==> src/rtl/conv_encoder_frame.sv <==
`timescale 1ns/1ps
`default_nettype none
// +--------------------------------------------------------------------------+
// | Module      : conv_encoder_frame                                         |
// | Description : Frame-based rate-1/2 convolutional encoder. Each frame     |
// |               starts from an all-zero shift register and, when the       |
// |               CONV_TAIL_FLUSH_EN macro is defined, is closed with K-1    |
// |               zero tail symbols so the trellis ends in state 0.          |
// |               Symbols are offered on sym/seq_rdy and consumed with       |
// |               data_ack.                                                  |
// | Options     : `define CONV_TAIL_FLUSH_EN to compile in the tail flush.   |
// | Revision    : 1.0 - initial release                                      |
// +--------------------------------------------------------------------------+
module conv_encoder_frame #(
    parameter int           K         = 3,
    parameter logic [K-1:0] G0        = 3'b111,
    parameter logic [K-1:0] G1        = 3'b101,
    parameter int           FRAME_LEN = 8
) (
    input  logic       clk,
    input  logic       rst,
    input  logic       in_bit,
    input  logic       in_valid,
    output logic       in_ready,
    output logic [1:0] sym,
    output logic       seq_rdy,
    input  logic       data_ack,
    output logic       busy,
    output logic       frame_done
);

    localparam int c_cnt_w = $clog2(FRAME_LEN + 1);
    localparam logic [c_cnt_w-1:0] c_last_bit = c_cnt_w'(FRAME_LEN - 1);

    localparam logic [1:0] c_idle  = 2'd0;
    localparam logic [1:0] c_data  = 2'd1;
    localparam logic [1:0] c_drain = 2'd2;
`ifdef CONV_TAIL_FLUSH_EN
    localparam logic [1:0] c_tail       = 2'd3;
    localparam logic [1:0] c_after_data = c_tail;
    localparam int         c_tail_w     = $clog2(K);
    localparam logic [c_tail_w-1:0] c_last_tail = c_tail_w'(K - 2);
`else
    localparam logic [1:0] c_after_data = c_drain;
`endif

    logic [1:0]         r_state;
    logic [K-2:0]       r_sr;
    logic [c_cnt_w-1:0] r_bit_cnt;
    logic [1:0]         r_sym;
    logic               r_seq_rdy;
    logic               r_frame_done;
`ifdef CONV_TAIL_FLUSH_EN
    logic [c_tail_w-1:0] r_tail_cnt;
`endif

    logic         w_u;
    logic [K-1:0] w_taps;
    logic [K-2:0] w_sr_shift;
    logic [1:0]   w_sym;
    logic         w_slot_free;
    logic         w_accept;
    logic         w_consume;
    logic         w_load;

    // Data bits feed the encoder in IDLE/DATA; in the tail the input is forced to zero.
    assign w_u = in_bit & ((r_state == c_idle) || (r_state == c_data));

    // Tap vector {u, sr[0], ..., sr[K-2]} MSB first, and the shifted register image.
    always_comb begin
        w_taps        = '0;
        w_sr_shift    = '0;
        w_taps[K-1]   = w_u;
        for (int i = 0; i < K - 1; i++) begin
            w_taps[K-2-i] = r_sr[i];
        end
        w_sr_shift[0] = w_u;
        for (int i = 1; i < K - 1; i++) begin
            w_sr_shift[i] = r_sr[i-1];
        end
    end

    assign w_sym       = {^(G0 & w_taps), ^(G1 & w_taps)};
    assign w_slot_free = !r_seq_rdy || data_ack;
    assign in_ready    = ((r_state == c_idle) || (r_state == c_data)) && w_slot_free && !rst;
    assign w_accept    = in_valid && in_ready;
    assign w_consume   = r_seq_rdy && data_ack;
`ifdef CONV_TAIL_FLUSH_EN
    assign w_load      = w_accept || ((r_state == c_tail) && w_slot_free);
`else
    assign w_load      = w_accept;
`endif

    assign sym        = r_sym;
    assign seq_rdy    = r_seq_rdy;
    assign frame_done = r_frame_done;
    assign busy       = (r_state != c_idle);

    // Frame FSM together with the output symbol slot and the completion pulse.
    always_ff @(posedge clk or posedge rst) begin
        if (rst) begin
            r_state      <= c_idle;
            r_sr         <= '0;
            r_bit_cnt    <= '0;
            r_sym        <= 2'b00;
            r_seq_rdy    <= 1'b0;
            r_frame_done <= 1'b0;
`ifdef CONV_TAIL_FLUSH_EN
            r_tail_cnt   <= '0;
`endif
        end else begin
            r_frame_done <= 1'b0;

            // A load always wins over a consume, so a same-edge consume+load keeps seq_rdy high.
            if (w_load) begin
                r_sym     <= w_sym;
                r_seq_rdy <= 1'b1;
            end else if (w_consume) begin
                r_seq_rdy <= 1'b0;
            end

            case (r_state)
                c_idle: begin
                    if (w_accept) begin
                        r_sr      <= w_sr_shift;
                        r_bit_cnt <= c_cnt_w'(1);
                        r_state   <= (FRAME_LEN == 1) ? c_after_data : c_data;
                    end
                end
                c_data: begin
                    if (w_accept) begin
                        r_sr      <= w_sr_shift;
                        r_bit_cnt <= r_bit_cnt + c_cnt_w'(1);
                        if (r_bit_cnt == c_last_bit) begin
                            r_state <= c_after_data;
                        end
                    end
                end
`ifdef CONV_TAIL_FLUSH_EN
                c_tail: begin
                    if (w_slot_free) begin
                        r_sr       <= w_sr_shift;
                        r_tail_cnt <= r_tail_cnt + c_tail_w'(1);
                        if (r_tail_cnt == c_last_tail) begin
                            r_state <= c_drain;
                        end
                    end
                end
`endif
                c_drain: begin
                    if (w_consume) begin
                        r_frame_done <= 1'b1;
                        r_sr         <= '0;
                        r_bit_cnt    <= '0;
`ifdef CONV_TAIL_FLUSH_EN
                        r_tail_cnt   <= '0;
`endif
                        r_state      <= c_idle;
                    end
                end
                default: begin
                    r_state <= c_idle;
                end
            endcase
        end
    end

endmodule
`default_nettype wire
==> config.mk <==
export PLATFORM = sky130hd
export DESIGN_NAME = conv_encoder_frame
export DESIGN_NICKNAME = d
export VERILOG_FILES = /design/src/rtl/conv_encoder_frame.sv
export SDC_FILE = /design/constraint.sdc
export NUM_CORES = 1
export LEC_CHECK = 0
export CAP_MARGIN = 5
export CORE_UTILIZATION = 46
export CTS_BUF_LIST = sky130_fd_sc_hd__clkbuf_16
export DETAILED_ROUTE_END_ITERATION = 10
export PLACE_DENSITY = 0.7
export SETUP_SLACK_MARGIN = 0.4
export SLEW_MARGIN = 5
export SYNTH_ARGS = -nofsm -noshare
export SYNTH_HDL_FRONTEND = slang
export SYNTH_SLANG_ARGS = --single-unit
==> constraint.sdc <==
create_clock -name clk -period 1.7 [get_ports clk]
set_input_delay 0.34 -clock clk [delete_from_list [all_inputs] [get_ports clk]]
set_output_delay 0.34 -clock clk [all_outputs]
set_load 0.02 [all_outputs]
==> flow_summary.toml <==
[floorplanning]
initial_core_util_pct = 49.3
ios = 11
dieArea_mm2 = 0.00178
die_x_um = 42.2
die_h_um = 42.2
core_mm2 = 0.00151
rows = 14

[logic_synthesis]
synth_seq_cells = 12
syn_inst = 72
yosysWarnings = 0
yosysMostFrequentCell = "dfrtp_1"
postSynthNetCount = 82
synth_common_cells = "12 x dfrtp_1, 6 x nand2_1, 6 x o21ai_0, 5 x ha_1, 5 x inv_1"
synth_top_cell_by_area = "dfrtp_1"
ys_seq_area_share_pct = 40.5
synthArstFlopShare_pct = 100
synth_area_per_cell_um2 = 10.3
synth_ff_type = "dfrtp_1"
synthDistinctLibCells = 33
synth_enable_flop_cells = 0
netlist_area_um2 = 742
synth.top_cell.area_share_pct = 40.5
yosys-top-cells-area = "dfrtp_1 40%, ha_1 8.4%, o21ai_0 4.0%"

[sta]
finClkSkew_ns = 0.000748
layout_min_cycle_time_ns = 1.71
fmax_ghz = 0.585
setup_tns_ns = -0.0202
fin_crit_sh_pct = 101
rsz0062_at_grt = "yes"
timing.final.hold_violations = 0
maxSlewViolCount = 0
tightestPinTransition_ns = 0.471
slew_headroom_pct = 68.6
fin_ws_ns = -0.0107
setup_violations = 2

[finish]
drive_above_1_share_pct = 52.3
diodes = 0
layout.cells.non_filler = 125
fin_util_pct = 85.0
num-fill-cells = 78
fin_nets = 120
area_delta_synth_final_pct = 72.7

[setup_path]
end_kind = "flip-flop"
cp_data_arrival_time_ns = 1.89
cp.required_ns = 1.88
start_kind = "flip-flop"
critPathMaxFanout = 3
crit_type = "flip-flop to flip-flop"

[routing]
totalWireLength_um = 2250
drt-vias-per-instance = 5.82
routedWlPerCell_um = 18.0
drt-initial-drc-count = 18
vias = 727
route.detailed.drc = 0
detail_route.first_pass.iterations = 4
antenna_left = 0

[run]
cap_violations = 0

[power]
vdd_drop_max_mv = 1.24
cellPowerDensity_mw_per_mm2 = 1840
leakage_nw = 0.568

[global_routing]
gr-total-overflow = 0
grt_pass1_vias = 653
antenna_found_initial = 0
grt_max_degree = 13
grt_pass1_wl_um = 2970
grt_usage_pct = 23.6

[clocking]
insertion_delay_ns = 0.25
cts.sinks = 12
root_buffer = "clkbuf_16"
htree_num_levels = 1
cts_buffer_depth = 2
clk_pin_slew_ns = 0.04
cts_made_buffers = 3
cts_tree = "built"

[hold_path]
hold_class = "input port to asynchronous set/reset pin"

[run_status]
failed_checks = "negative setup slack"
outcome = "finished, violations left"

[place]
gp_congestion = 0.825
port_buffers = 10
dp_cells = 111
hpwl_um = 1210
[layout make-up]
type	count	area, um^2	area share, %
Multi-Input combinational cell	54	547	42.7
Timing Repair Buffer	34	314	24.5
Sequential cell	12	300	23.4
Clock buffer	3	75.1	5.86
Inverter	5	21.3	1.66
Tap cell	16	20.0	1.56
Clock inverter	1	3.75	0.293
[critical path, cell delays in order (launching register included)]
cell and delay, ns:
dfrtp_1 0.42, inv_2 0.08, ha_4 0.17, buf_6 0.11, buf_6 0.10, nor3b_4 0.24
a31oi_4 0.07, o41ai_2 0.24, a32o_2 0.21
[final timing paths]
path / end / slack (ns) / from / depth (start not counted)
setup / recovery: r_bit_cnt[3] / -0.01 / r_state[0] / 8
hold / removal: r_state[1] / 0.29 / rst / 2
setup reg to reg: r_bit_cnt[3] / -0.01 / r_state[0] / 8
hold reg to reg: sym[1] / 0.51 / sym[1] / 1
max in group asynchronous: r_bit_cnt[2] / 1.09 / rst / 2
min in group clk: sym[1] / 0.51 / sym[1] / 1
[registers in the layout, indices dropped and copies added, names as in the netlist]
register,cells
r_sr,2
r_state,2
r_bit_cnt,4
sym,2
seq_rdy,1
frame_done,1
[routing by layer]
layer / part of all wire, % / track usage [%] / up-vias
met1: 43 / 28.8 / 361
met4: 2.9 / 13.1 / 0
met5: 0 / 0 / -
li1: - / - / 335
met2: 50 / 37.5 / 24
met3: 4.1 / 6.47 / 7
[kinds of logic (layout without fill, tap and decap cells)]
group,after synthesis,count (layout),share of synthesized area [%]
AO/OA/AOI/OAI,20,20,19.9
buffers and inverters,6,43,4.05
AND/OR/NAND/NOR,24,24,20.4
adder cells (fa/ha/maj),5,5,8.43
flip-flops,12,12,40.5
multiplexers,3,3,4.38
XOR/XNOR,2,2,2.36
[cells in the final DEF (no fill, tap or decap), types with 2 or more instances in the layout]
| cell type | count |
|---|---|
| a31oi_1 | 2 |
| a32o_2 | 2 |
| buf_4 | 13 |
| buf_6 | 13 |
| clkbuf_16 | 3 |
| clkdlybuf4s50_1 | 2 |
| dfrtp_1 | 12 |
| dlygate4sd2_1 | 4 |
| ha_1 | 2 |
| ha_4 | 3 |
| inv_1 | 2 |
| inv_2 | 2 |
| nand2_1 | 4 |
| nand2_4 | 2 |
| nand3_1 | 2 |
| nor2_1 | 3 |
| nor2_4 | 2 |
| o21ai_0 | 3 |
| o21ai_1 | 2 |
| o21ai_4 | 2 |
| xnor2_1 | 2 |
[power by group]
| part | internal (mW) | switching, mW | total (mW) |
|---|---|---|---|
| Combinational | 0.756 | 0.679 | 1.43 |
| Sequential | 0.384 | 0.0872 | 0.472 |
| Clock | 0.311 | 0.136 | 0.447 |
[metrics by stage]
stage                     total power [mW]  hold slack, ns  area [um^2]  worst slack, ns
after floorplan                       1.08           0.205          779            0.116
after global placement                1.44           0.497          993           -0.338
after detailed placement              1.47           0.506          993           -0.343
after CTS                             2.07           0.324         1160           0.0504
after global routing                  2.45           0.383         1280          -0.0577
final                                 2.35           0.294         1280          -0.0107
[timing repair]
action / in CTS / in global routing
endpoints found under the hold margin: 0 / 0
setup endpoints to repair: 16 / 13
resized for setup: 39 / 20
pin swaps: 4 / 10
setup buffers: 3 / 7
hold buffers: 0 / 0
Power figures use the tool's default switching activity.
